[src/rtl/socket_pkg.sv]
// socket_pkg: types and constants shared by the socket read and write
// controllers.
//   t_wr_state      - controller state (ST_WAIT / ST_PUSH)
//   SOCK_DATA_WIDTH - default data word width
//   SOCK_FRAME_LEN  - default words per frame
//   cnt_width()     - width of a counter covering 0..n-1, at least 1 bit
package socket_pkg;

    typedef enum logic [0:0] {
        ST_WAIT = 1'b0,
        ST_PUSH = 1'b1
    } t_wr_state;

    localparam int SOCK_DATA_WIDTH = 8;
    localparam int SOCK_FRAME_LEN  = 4;

    function automatic int cnt_width(input int n);
        if (n <= 1) begin
            return 1;
        end else begin
            return $clog2(n);
        end
    endfunction

endpackage

[src/rtl/socket_writer_if.sv]
// socket_writer_if: upstream word stream plus socket FIFO write port.
//   i_data/i_dv/o_ready         - valid-only upstream stream (no stall)
//   i_full/i_empty              - socket FIFO status
//   o_wr_en/o_wr_data           - registered FIFO write port
// Modports: slave = the writer, master = its environment.
interface socket_writer_if
    import socket_pkg::*;
#(
    parameter int DATA_WIDTH = SOCK_DATA_WIDTH
);
    logic [DATA_WIDTH-1:0] i_data;
    logic                  i_dv;
    logic                  o_ready;
    logic                  i_full;
    logic                  i_empty;
    logic                  o_wr_en;
    logic [DATA_WIDTH-1:0] o_wr_data;

    modport slave (
        input  i_data, i_dv, i_full, i_empty,
        output o_ready, o_wr_en, o_wr_data
    );

    modport master (
        output i_data, i_dv, i_full, i_empty,
        input  o_ready, o_wr_en, o_wr_data
    );
endinterface

[src/rtl/socket_writer_counter.sv]
// counter: word counter with init and wrap at LAST.
//   i_clk  - clock, rising edge
//   i_rst  - asynchronous active-high reset
//   i_init - synchronous return to 0 (has priority over i_dv)
//   i_dv   - count enable; at LAST the count returns to 0
//   o_cnt  - current count
module counter
    import socket_pkg::*;
#(
    parameter int WIDTH = 2,
    parameter int LAST  = 3
) (
    input  logic             i_clk,
    input  logic             i_rst,
    input  logic             i_init,
    input  logic             i_dv,
    output logic [WIDTH-1:0] o_cnt
);
    localparam logic [WIDTH-1:0] LAST_V = WIDTH'(LAST);

    logic [WIDTH-1:0] cnt_q;
    logic [WIDTH-1:0] cnt_d;

    // Next count: init clears, enable advances and wraps at LAST.
    always_comb begin
        cnt_d = cnt_q;
        if (i_init) begin
            cnt_d = {WIDTH{1'b0}};
        end else if (i_dv) begin
            if (cnt_q == LAST_V) begin
                cnt_d = {WIDTH{1'b0}};
            end else begin
                cnt_d = cnt_q + WIDTH'(1);
            end
        end else begin
            cnt_d = cnt_q;
        end
    end

    // Count register.
    always_ff @(posedge i_clk or posedge i_rst) begin
        if (i_rst) begin
            cnt_q <= {WIDTH{1'b0}};
        end else begin
            cnt_q <= cnt_d;
        end
    end

    assign o_cnt = cnt_q;

endmodule

[src/rtl/socket_writer.sv]
// socket_writer: writes an upstream word stream into the socket FIFO in
// frames of FRAME_LEN words, starting a frame only when the FIFO is empty.
//   i_clk, i_rst_n - clock and asynchronous active-low reset
//   bus            - stream + FIFO write port (socket_writer_if.slave)
//   i_clr_err      - synchronous clear of o_overflow (a new drop wins)
//   o_frame_done   - pulse with the last write of a frame
//   o_frame_cnt    - completed frames, wrapping
//   o_overflow     - sticky: a word was offered while not ready
module socket_writer
    import socket_pkg::*;
#(
    parameter int DATA_WIDTH = SOCK_DATA_WIDTH,
    parameter int FRAME_LEN  = SOCK_FRAME_LEN,
    parameter int FCNT_WIDTH = 16
) (
    input  logic                  i_clk,
    input  logic                  i_rst_n,
    socket_writer_if.slave        bus,
    input  logic                  i_clr_err,
    output logic                  o_frame_done,
    output logic [FCNT_WIDTH-1:0] o_frame_cnt,
    output logic                  o_overflow
);
    localparam int            CW       = cnt_width(FRAME_LEN);
    localparam logic [CW-1:0] LAST_IDX = CW'(FRAME_LEN - 1);

    t_wr_state             state_q, state_d;
    logic [CW-1:0]         wcnt_s;
    logic                  ready_s, accept_s, last_s, init_s, rst_s;
    logic                  wr_en_q, wr_en_d;
    logic [DATA_WIDTH-1:0] wr_data_q, wr_data_d;
    logic                  frame_done_q, frame_done_d;
    logic [FCNT_WIDTH-1:0] frame_cnt_q, frame_cnt_d;
    logic                  overflow_q, overflow_d;

    assign rst_s = ~i_rst_n;

    // Handshake decode; the counter is held at 0 whenever not pushing.
    always_comb begin
        if (state_q == ST_PUSH) begin
            ready_s = ~bus.i_full;
        end else begin
            ready_s = 1'b0;
        end
        accept_s = bus.i_dv & ready_s;
        last_s   = accept_s & (wcnt_s == LAST_IDX);
        init_s   = (state_q == ST_WAIT);
    end

    counter #(
        .WIDTH (CW),
        .LAST  (FRAME_LEN - 1)
    ) u_word_cnt (
        .i_clk  (i_clk),
        .i_rst  (rst_s),
        .i_init (init_s),
        .i_dv   (accept_s),
        .o_cnt  (wcnt_s)
    );

    // Next state and next register values for outputs.
    always_comb begin
        state_d = state_q;
        case (state_q)
            ST_WAIT: begin
                // A full-and-empty FIFO cannot happen; guard anyway.
                if (bus.i_empty && !bus.i_full) begin
                    state_d = ST_PUSH;
                end else begin
                    state_d = ST_WAIT;
                end
            end
            ST_PUSH: begin
                if (last_s) begin
                    state_d = ST_WAIT;
                end else begin
                    state_d = ST_PUSH;
                end
            end
            default: state_d = ST_WAIT;
        endcase

        wr_en_d      = accept_s;
        frame_done_d = last_s;

        if (accept_s) begin
            wr_data_d = bus.i_data;
        end else begin
            wr_data_d = wr_data_q;
        end

        if (last_s) begin
            frame_cnt_d = frame_cnt_q + FCNT_WIDTH'(1);
        end else begin
            frame_cnt_d = frame_cnt_q;
        end

        // A new drop in the same cycle as a clear keeps the flag set.
        if (bus.i_dv && !ready_s) begin
            overflow_d = 1'b1;
        end else if (i_clr_err) begin
            overflow_d = 1'b0;
        end else begin
            overflow_d = overflow_q;
        end
    end

    // State and output registers.
    always_ff @(posedge i_clk or negedge i_rst_n) begin
        if (!i_rst_n) begin
            state_q      <= ST_WAIT;
            wr_en_q      <= 1'b0;
            wr_data_q    <= {DATA_WIDTH{1'b0}};
            frame_done_q <= 1'b0;
            frame_cnt_q  <= {FCNT_WIDTH{1'b0}};
            overflow_q   <= 1'b0;
        end else begin
            state_q      <= state_d;
            wr_en_q      <= wr_en_d;
            wr_data_q    <= wr_data_d;
            frame_done_q <= frame_done_d;
            frame_cnt_q  <= frame_cnt_d;
            overflow_q   <= overflow_d;
        end
    end

    assign bus.o_ready   = ready_s;
    assign bus.o_wr_en   = wr_en_q;
    assign bus.o_wr_data = wr_data_q;
    assign o_frame_done  = frame_done_q;
    assign o_frame_cnt   = frame_cnt_q;
    assign o_overflow    = overflow_q;

endmodule

[src/flat_wrapper.sv]
// flat-port wrapper written by rule: the top's interface ports become plain ports
module socket_writer_flat import socket_pkg::*;
#(
    parameter int DATA_WIDTH = SOCK_DATA_WIDTH,
    parameter int FRAME_LEN  = SOCK_FRAME_LEN,
    parameter int FCNT_WIDTH = 16
)
  (i_clk, i_rst_n, i_clr_err, o_frame_done, o_frame_cnt, o_overflow, bus_i_data, bus_i_dv, bus_i_full, bus_i_empty, bus_o_ready, bus_o_wr_en, bus_o_wr_data);
  socket_writer_if #(.DATA_WIDTH(DATA_WIDTH)) bus_i ();
  input  logic i_clk;
  input  logic i_rst_n;
  input  logic i_clr_err;
  output logic o_frame_done;
  output logic [FCNT_WIDTH-1:0] o_frame_cnt;
  output logic o_overflow;
  input wire logic [$bits(bus_i.i_data)-1:0] bus_i_data;
  input wire logic [$bits(bus_i.i_dv)-1:0] bus_i_dv;
  input wire logic [$bits(bus_i.i_full)-1:0] bus_i_full;
  input wire logic [$bits(bus_i.i_empty)-1:0] bus_i_empty;
  output wire logic [$bits(bus_i.o_ready)-1:0] bus_o_ready;
  output wire logic [$bits(bus_i.o_wr_en)-1:0] bus_o_wr_en;
  output wire logic [$bits(bus_i.o_wr_data)-1:0] bus_o_wr_data;
  assign bus_i.i_data = bus_i_data;
  assign bus_i.i_dv = bus_i_dv;
  assign bus_i.i_full = bus_i_full;
  assign bus_i.i_empty = bus_i_empty;
  assign bus_o_ready = bus_i.o_ready;
  assign bus_o_wr_en = bus_i.o_wr_en;
  assign bus_o_wr_data = bus_i.o_wr_data;
  socket_writer #(.DATA_WIDTH(DATA_WIDTH), .FRAME_LEN(FRAME_LEN), .FCNT_WIDTH(FCNT_WIDTH)) u_core (.i_clk(i_clk), .i_rst_n(i_rst_n), .bus(bus_i), .i_clr_err(i_clr_err), .o_frame_done(o_frame_done), .o_frame_cnt(o_frame_cnt), .o_overflow(o_overflow));
endmodule
[config.mk]
export PLATFORM = sky130hd
export DESIGN_NAME = socket_writer_flat
export DESIGN_NICKNAME = d
export VERILOG_FILES = /design/src/rtl/socket_pkg.sv /design/src/rtl/socket_writer_if.sv /design/src/rtl/socket_writer_counter.sv /design/src/rtl/socket_writer.sv /design/src/flat_wrapper.sv
export SDC_FILE = /design/constraint.sdc
export NUM_CORES = 1
export LEC_CHECK = 0
export ABC_AREA = 1
export BUFFER_PORTS_ARGS = -buffer_cell sky130_fd_sc_hd__buf_2
export CORE_AREA = 2 2 59 61
export CTS_BUF_LIST = sky130_fd_sc_hd__clkbuf_16
export DETAILED_ROUTE_END_ITERATION = 7
export DIE_AREA = 0 0 61 63
export PLACE_DENSITY = 0.78
export SYNTH_ARGS = -nofsm -noshare
export SYNTH_HDL_FRONTEND = slang
export SYNTH_SLANG_ARGS = --single-unit
[constraint.sdc]
create_clock -name i_clk -period 1.8 [get_ports i_clk]
set_input_delay 0 -clock i_clk [delete_from_list [all_inputs] [get_ports i_clk]]
set_output_delay 0 -clock i_clk [all_outputs]
set_load 0.03 [all_outputs]
# After elaboration in Yosys (flattened, before gate mapping)
# Index checks and enable logic that the tools add are counted.
[totals] ff_bits=30 inputBits=14 output_inout_bits=28
[classes] add_sub_neg=2 n_eq_ne=2 muxes=9 bitwise=4 n_reduce_logical=5
[op_table] op="adder 16 x 1 -> 16 bit, second input constant" n=1
[op_table] op="two-way mux 2 bit" n=3
[op_table] op="two-way mux 1 bit" n=5
[op_table] op="adder 2 x 1 -> 2 bit, second input constant" n=1
[op_table] op="bitwise AND 1 bit" n=2
[op_table] op="equality test 2 bit, second input constant" n=1
[op_table] op="logical AND 1 bit" n=2
[op_table] op="zero test 1 bit" n=2
[op_table] op="!= test 2 bit, second input constant" n=1
[op_table] op="NOT 1 bit" n=2
[op_table] op="one-hot mux 1 bit (2 select lines)" n=1
[op_table] op="nonzero test 2 bit" n=1

# Logic depth before layout (Yosys ltp)
# Gate-level depths: netlist of run 1.
[depth] word_depth=6 depth_mapped=8

# By module
# A second synthesis of run 1 with hierarchy kept.
[unflattened] hier_cells=185 hier_area_um2=1569.0
[modules_own_cells] module="socket_writer" instances=1 cells_each=172 area_per_inst_um2=1463.9 seq_area_each_um2=700.7
[modules_own_cells] module="counter" instances=1 cells_each=13 area_per_inst_um2=105.1 seq_area_each_um2=50.0

# Least setup slack after synthesis of run 1
# OpenSTA, ideal clock, no wires.
[synth_timing] path_kind="reg2reg" from="register u_core.frame_cnt_q[0] (netlist: u_core.o_frame_cnt[0])" to="register u_core.frame_cnt_q[12] (netlist: u_core.o_frame_cnt[12])" setup_time_ns=0.118 arrival_time_ns=1.360 required_time_ns=1.682 path_slack_ns=0.322 path_stages_with_launch=9 period_less_slack_ns=1.478 cell_sequence="dfrtp_1 ha_1 nand2_1 nor2_1 nand2_1 nor2_1 nand2_1 nand2_1 nand2_1"
[synth_between] elab_chain_len=1
[synth_rtl] item="start, declared" line_no="socket_writer.sv:33" rtl="logic [FCNT_WIDTH-1:0] frame_cnt_q, frame_cnt_d;"
[synth_rtl] item="start signal, assigned" line_no="socket_writer.sv:115" rtl="frame_cnt_q <= {FCNT_WIDTH{1'b0}};"
[synth_rtl] item="start signal, assigned" line_no="socket_writer.sv:122" rtl="frame_cnt_q <= frame_cnt_d;"
[synth_rtl] item="adder 16 x 1 -> 16 bit" line_no="socket_writer.sv:93" rtl="frame_cnt_d = frame_cnt_q + FCNT_WIDTH'(1);"
# Every way passes these cells.
# A chain may end at the register's enable or synchronous reset.

# Worst setup path in the final report of run 1
# Same ends and word-level chain as after synthesis.

==> metrics.txt, run 1 <==
Post-CTS Resized 0; HPWL after DPL 1980 um; VDD IR max 0.000768 V; grt total ovfl 0; Final Net Count 239; Seq pwr share 39.4%; Synth Area in Compound Gates 1.61%; DR WL/cell 10.1 um; largest family of logic cells by synthesized area simple AND/OR/NAND/NOR gates; row count 21; PortBufs 41; Worst setup SP type flop; met2 Use GR 28.5%; Final Util 58.9%; initial detailed-routing violation count 25; Hold Path Class in2reg; share of cells above drive strength 1 23.7%; # H-tree levels 2; number of CTS-inserted buffers 5; Fin Hold WS 0.00426 ns; Leak 0.00104 uW; area leader, netlist dfrtp_1; met3 usage 6.42%; core footprint 3230 um^2; Crit path required time 1.97 ns; Global Route Usage Sum 17.1%; grt peak-use layer met2; worst reg2reg endpoint u_core.o_frame_cnt[12]; initial antenna violation count 0; switching share of power 34.2%; Die Area 3840 um^2; vias in the first global route 1120; Max Root-Sink Buffers 2; Starting Density 43.2%; Reg2Reg Depth 8; Post-Synth Adder-Cell Area 1.79%; Synth area leaders dfrtp_1 54%, nand2_1 18%, inv_1 4.8%; Comb power frac 26.0%; # clock sinks 30; GRT met1 Usage 19.3%; Worst-Skew Late Latency 0.27 ns; outcome completed; Slew HR 57.6%; maximum number of pins on one net before global-route repair 31; Ys Warns 0; number of max-cap violations 0; post-synth cell types 17; Clock Power Share 34.5%; Post-Route WL 2730 um; CP Data Arrival Time 1.58 ns; Setup TNS Final 0 ns; fin. max-slew vios 0; Fin Clk Skew 0.00378 ns; gpl congestion 0.793; Syn Inst Count 165; kind of critical path reg2reg; simple-gate share of the synthesized area 32.3%; commonest non-fill, non-tap cells in the layout 67 x nand2_1, 41 x buf_2, 30 x dfrtp_1, 18 x inv_1, 14 x nor2_1; die width 61 um; final worst slack 0.389 ns; synthesized area 1400 um^2; FMAX 0.708 GHz; average size of a mapped cell 8.46 um^2; CP endpoint u_core.o_frame_cnt[12]; antenna-violating nets left 0; drt first pass iters 3; crit path time final 1.41 ns; Top-Level Pins 42; post-synthesis sequential area ratio 53.8%; R2R Setup Slk 0.39 ns; Final Hold Vio Count 0; CTS tree built; clock-pin slew on the worst setup and hold paths 0.05 ns; pwr/cell area 1190 nW/um^2; reg2reg start u_core.o_frame_cnt[0]; dpl ws 0.378 ns; Net Sw Power 776 uW; mux cell area share after synthesis 0%; Root Buffer clkbuf_16; commonest non-fill, non-tap cell in the layout nand2_1; CP endpoint kind flop; Vias 1222; DRC violations left 0; Via density 4.53; crit-path max FO 5; period utilisation layout 78.4%; first-pass GRT wire length 4810 um; syn nets 181; P&R area growth vs syn 36.3%; Worst Setup SP u_core.o_frame_cnt[0]; # setup viols final 0; Internal 1490 uW; area fraction of the dominant cell type after synthesis 53.8%; Yosys reg bits 30; Post-Synth XOR/XNOR Area 5.02%; RSZ-0062 raised after global routing false; ANT cells 0; Worst-Margin Slew 0.636 ns; Die Ht 63 um
-- power by group through the flow --
stage / Sequential (uW) / Clock (uW) / Combinational, uW
6_report: 894 / 783 / 590
5_1_grt: 910 / 835 / 657
4_1_cts: 892 / 808 / 595
3_5_place_dp: 897 / 0 / 580
3_3_place_gp: 895 / 0 / 571
2_1_floorplan: 1080 / 0 / 219
-- synthesized netlist by cell type --
library cell,instances
xnor2_1,2
clkinv_1,1
nor2_1,14
nand4_1,4
o21ai_0,2
nand3b_1,3
nor2_4,3
nand3_1,9
a21oi_1,1
a22oi_1,1
dfrtp_1,30
buf_2,1
xor2_1,6
ha_1,2
inv_1,18
nand2_1,67
nand4_4,1
-- layout make-up --
type | count | area [um^2]
multi-input combinational | 115 | 569
tap | 46 | 57.6
fill | 293 | 1330
timing repair buffer | 52 | 313
inverter | 19 | 71.3
clock buffer | 5 | 125
clock inverter | 3 | 16.3
sequential | 30 | 751
-- per-stage QoR --
stage	instances	total power (uW)	cell area, um^2
6_report	270	2270	1900
4_1_cts	270	2300	1900
2_1_floorplan	165	1300	1400
3_3_place_gp	252	1470	1660
5_1_grt	270	2400	1900
3_5_place_dp	252	1480	1660
-- registers in the layout, indices dropped and copies added (netlist names) --
name and count:
u_core.bus.o_wr_data 8, u_core.bus.o_wr_en 1, u_core.o_frame_cnt 16, u_core.o_frame_done 1, u_core.o_overflow 1, u_core.state_q 1, u_core.u_word_cnt.o_cnt 2
-- metal layers --
metal  routed length, um  vias to the layer above
met4                  46                        0
met5                   0                        -
li1                    -                      625
met3                 132                        6
met2                1380                       28
met1                1170                      563
-- worst min-delay path by stage --
stage	from	end	cells after the start
final	bus_i_full	u_core.o_overflow	3
after global routing	bus_i_empty	u_core.state_q	5
after CTS	bus_i_full	u_core.o_overflow	3
after detailed placement	i_rst_n	u_core.bus.o_wr_data[2]	1
after global placement	i_rst_n	u_core.bus.o_wr_data[0]	1
after floorplan	i_rst_n	u_core.bus.o_wr_data[0]	0
-- logic make-up after synthesis --
family,Yosys count
simple gates,101
flops,30
buf+inv,20
xor+xnor,8
compound gates,4
fa+ha+maj,2
-- worst max-delay path: stages, from the launching register on --
cell and delay [ns]:
dfrtp_1 0.42, ha_1 0.19, nand2_1 0.05, nor2_1 0.18, nand2_1 0.08, nor2_1 0.19
nand2_1 0.08, nand2_1 0.06, nand2_1 0.04
-- timing repair --
| action | 4_1_cts | 5_1_grt |
|---|---|---|
| setup buffers | 0 | 0 |
| hold buffers | 10 | 0 |
| endpoints found under the hold margin | 39 | 0 |
Power figures use the tool's default switching activity.
==> run 2: changes to the inputs <==
--- a/config.mk
+++ b/config.mk
@@ -5,13 +5,13 @@
 export SDC_FILE = /design/constraint.sdc
 export NUM_CORES = 1
 export LEC_CHECK = 0
-export ABC_AREA = 1
+export ABC_AREA = 0
 export BUFFER_PORTS_ARGS = -buffer_cell sky130_fd_sc_hd__buf_2
-export CORE_AREA = 2 2 59 61
+export CORE_AREA = 2 2 56 58
 export CTS_BUF_LIST = sky130_fd_sc_hd__clkbuf_16
 export DETAILED_ROUTE_END_ITERATION = 7
-export DIE_AREA = 0 0 61 63
-export PLACE_DENSITY = 0.78
+export DIE_AREA = 0 0 58 60
+export PLACE_DENSITY = 0.79
 export SYNTH_ARGS = -nofsm -noshare
 export SYNTH_HDL_FRONTEND = slang
 export SYNTH_SLANG_ARGS = --single-unit
==> constraint.sdc (replaced) <==
create_clock -name i_clk -period 1.5 [get_ports i_clk]
set_input_delay 0 -clock i_clk [delete_from_list [all_inputs] [get_ports i_clk]]
set_output_delay 0 -clock i_clk [all_outputs]
set_load 0.03 [all_outputs]
==> metrics.txt, run 2 <==
# setup viols final 0 (unchanged); Final Net Count 181 (was 239); dpl ws 0.0110 ns (was 0.378 ns); Die Area 3480 um^2 (was 3840 um^2); Via density 4.83 (was 4.53); Max Root-Sink Buffers 2 (unchanged); DRC violations left 0 (unchanged); final worst slack 0.0419 ns (was 0.389 ns); reg2reg start u_core.u_word_cnt.o_cnt[1] (was u_core.o_frame_cnt[0]); Worst-Skew Late Latency 0.27 ns (about the same); RSZ-0062 raised after global routing true (was false); GRT met1 Usage 19.5% (was 19.3%); post-synthesis sequential area ratio 59.8% (was 53.8%); CP Cell Sequence ha_2, nand4b_4, nor3_4, buf_4, nand3_2, xnor2_1 (was ha_1, nand2_1, nor2_1, nand2_1, nor2_1, nand2_1, nand2_1, nand2_1); # clock sinks 30 (unchanged); CTS tree built (unchanged); fin. max-slew vios 0 (unchanged); ANT cells 0 (unchanged); HPWL after DPL 1660 um (was 1980 um); switching share of power 30.9% (was 34.2%); area fraction of the dominant cell type after synthesis 59.8% (was 53.8%); Setup TNS Final 0 ns (unchanged); DR WL/cell 12.9 um (was 10.1 um); grt peak-use layer met2 (unchanged); Yosys reg bits 30 (unchanged); met2 Use GR 26.8% (was 28.5%); Die Ht 60 um (was 63 um); grt total ovfl 0 (unchanged); area leader, netlist dfrtp_1 (unchanged); final cell count without fillers 199 (was 270); Seq pwr share 40.4% (was 39.4%); # H-tree levels 2 (unchanged); Post-synth EDFFs 0 (unchanged); Post-synth top cells 30 x dfrtp_1, 13 x xnor2_1, 12 x nand2_1 (was 67 x nand2_1, 30 x dfrtp_1, 18 x inv_1); largest family of logic cells by synthesized area simple AND/OR/NAND/NOR gates (unchanged); syn nets 116 (was 181); first-pass GRT wire length 4160 um (was 4810 um); Post-Synth Adder-Cell Area 1.99% (was 1.79%); Top-Level Pins 42 (unchanged); synthesized area 1250 um^2 (was 1400 um^2); CP endpoint u_core.o_frame_cnt[7] (was u_core.o_frame_cnt[12]); Crit-path slowest cell dfrtp_1 (unchanged); CP top delay family simple AND/OR/NAND/NOR gates (unchanged); P&R area growth vs syn 45.2% (was 36.3%); clock-pin slew on the worst setup and hold paths 0.05 ns (about the same); worst reg2reg endpoint u_core.o_frame_cnt[7] (was u_core.o_frame_cnt[12]); commonest non-fill, non-tap cells in the layout 41 x buf_2, 30 x dfrtp_1, 12 x xnor2_1, 11 x nand2_1, 11 x dlygate4sd3_1 (was 67 x nand2_1, 41 x buf_2, 30 x dfrtp_1, 18 x inv_1, 14 x nor2_1); share of cells above drive strength 1 40.4% (was 23.7%); vias in the first global route 946 (was 1120); Final Util 62.8% (was 58.9%); number of CTS-inserted buffers 5 (unchanged); Hold Path Class in2reg (unchanged); core footprint 2900 um^2 (was 3230 um^2); Net Sw Power 787 uW (was 776 uW); Worst setup SP type flop (unchanged); outcome completed (unchanged); Ys Warns 0 (unchanged); Worst-Margin Slew 0.645 ns (was 0.636 ns); Buffers & Inverters on Critical Path 1 (was 0); commonest non-fill, non-tap cell in the layout buf_2 (was nand2_1); Final Hold Vio Count 0 (unchanged); Tot Pwr 2550 uW (was 2270 uW); Largest register FFs 16 (unchanged); met3 usage 8.01% (was 6.42%); maximum number of pins on one net before global-route repair 31 (unchanged); initial detailed-routing violation count 8 (was 25); mux cell area share after synthesis 7.18% (was 0%); Slew HR 57.0% (was 57.6%); average size of a mapped cell 12.5 um^2 (was 8.46 um^2); Leak 0.000964 uW (was 0.00104 uW); dpl cells 175 (was 252); VDD IR max 0.00145 V (was 0.000768 V); Clock Power Share 36.2% (was 34.5%); dominant synthesized flop cell dfrtp_1 (unchanged); number of max-cap violations 0 (unchanged); CP Data Arrival Time 1.62 ns (was 1.58 ns); Worst Setup SP u_core.u_word_cnt.o_cnt[1] (was u_core.o_frame_cnt[0]); top-count cell post-synth dfrtp_1 (was nand2_1); WP depth 6 (was 8); ys async rst share 100% (unchanged); kind of critical path reg2reg (unchanged); gpl congestion 0.820 (was 0.793); crit path time final 1.46 ns (was 1.41 ns); pwr/cell area 1400 nW/um^2 (was 1190 nW/um^2); post-synth cell types 22 (was 17); Crit path required time 1.66 ns (was 1.97 ns); Fin Clk Skew 0.00645 ns (was 0.00378 ns); PortBufs 41 (unchanged); row count 20 (was 21); die width 58 um (was 61 um); Comb power frac 23.5% (was 26.0%); Post-Route WL 2560 um (was 2730 um); Vias 961 (was 1222); Global Route Usage Sum 16.8% (was 17.1%); drt first pass iters 4 (was 3); Starting Density 43.2% (about the same); simple-gate share of the synthesized area 15.7% (was 32.3%); period utilisation layout 97.2% (was 78.4%); initial antenna violation count 0 (unchanged); Post-Synth XOR/XNOR Area 10.5% (was 5.02%); slowest cell delay on critical path 0.35 ns (was 0.42 ns); Internal 1760 uW (was 1490 uW); Root Buffer clkbuf_16 (unchanged); CP endpoint kind flop (unchanged); Reg2Reg Depth 6 (was 8); antenna-violating nets left 0 (unchanged); Syn Inst Count 100 (was 165); Synth area leaders dfrtp_1 60%, xnor2_1 9.1%, mux2_1 4.5% (was dfrtp_1 54%, nand2_1 18%, inv_1 4.8%); Synth Area in Compound Gates 1.89% (was 1.61%); crit-path max FO 5 (unchanged); Hold Path Stages 3 (unchanged); R2R Setup Slk 0.04 ns (was 0.39 ns); FMAX 0.686 GHz (was 0.708 GHz)
## run 2: cell types whose count changed after synthesis, sizes merged, moves of 3 or more
cell and change:
nand3 -3, nor2 -13, nor3 +3, nand3b -3, nand2 -54, xnor2 +11
mux2 +8, inv -11, xor2 -4
## run 2: repair_timing
item / CTS / global route
endpoints found under the setup margin: 1 / 8
resized for setup: 0 / 7
setup buffers: 0 / 5
pin swaps: 1 / 8
hold endpoints to repair: 40 / 0
hold buffers: 11 / 0
## run 2: layer usage
layer	vias up	share of wire (%)
li1	465	-
met4	0	2.0
met2	26	49
met1	462	44
met5	-	0
met3	8	5.9
## run 2: layout make-up
class                   count  area [um^2]
clock inverters             3         12.5
multi-input cells          62          498
fillers                   230         1080
repair buffers             59          368
inverters                   7         26.3
flip-flops and latches     30          751
well taps                  33         41.3
clock buffers               5          125
## run 2: tightest hold or removal path, cell delays in order
cell	delay, ns
buf_2	0.13
inv_1	0.05
o22ai_1	0.06
## run 2: worst min path at each step
| stage | startpoint | to | slack (ns) |
|---|---|---|---|
| after floorplan | i_rst_n | u_core.bus.o_wr_data[0] | -0.30 |
| after global placement | i_rst_n | u_core.bus.o_wr_data[0] | 0.05 |
| after detailed placement | i_rst_n | u_core.bus.o_wr_data[0] | 0.06 |
| after CTS | bus_i_dv | u_core.o_overflow | 0.006 |
| after global routing | bus_i_dv | u_core.o_overflow | 0.03 |
| final | bus_i_dv | u_core.o_overflow | 0.01 |
## run 2: power by group through the flow
| stage | clock network, uW | logic [uW] | registers [uW] |
|---|---|---|---|
| after floorplan | 0 | 191 | 1230 |
| after global placement | 0 | 543 | 1030 |
| after detailed placement | 0 | 555 | 1040 |
| after CTS | 933 | 580 | 1030 |
| after global routing | 983 | 646 | 1050 |
| final | 922 | 599 | 1030 |
## run 2: cells by family (layout without fill, tap and decap cells)
family,Yosys count,in the layout
AND/OR/NAND/NOR,33,33
flip-flops,30,30
multiplexers,8,8
adder cells (fa/ha/maj),2,2
buffers and inverters,8,74
XOR/XNOR,15,15
AO/OA/AOI/OAI,4,4
## run 2: per-stage QoR
stage          hold slack [ns]  instance area (um^2)
3_5_place_dp            0.0602                  1510
4_1_cts                0.00579                  1750
3_3_place_gp            0.0451                  1510
5_1_grt                 0.0298                  1820
2_1_floorplan           -0.296                  1250
6_report                0.0148                  1820
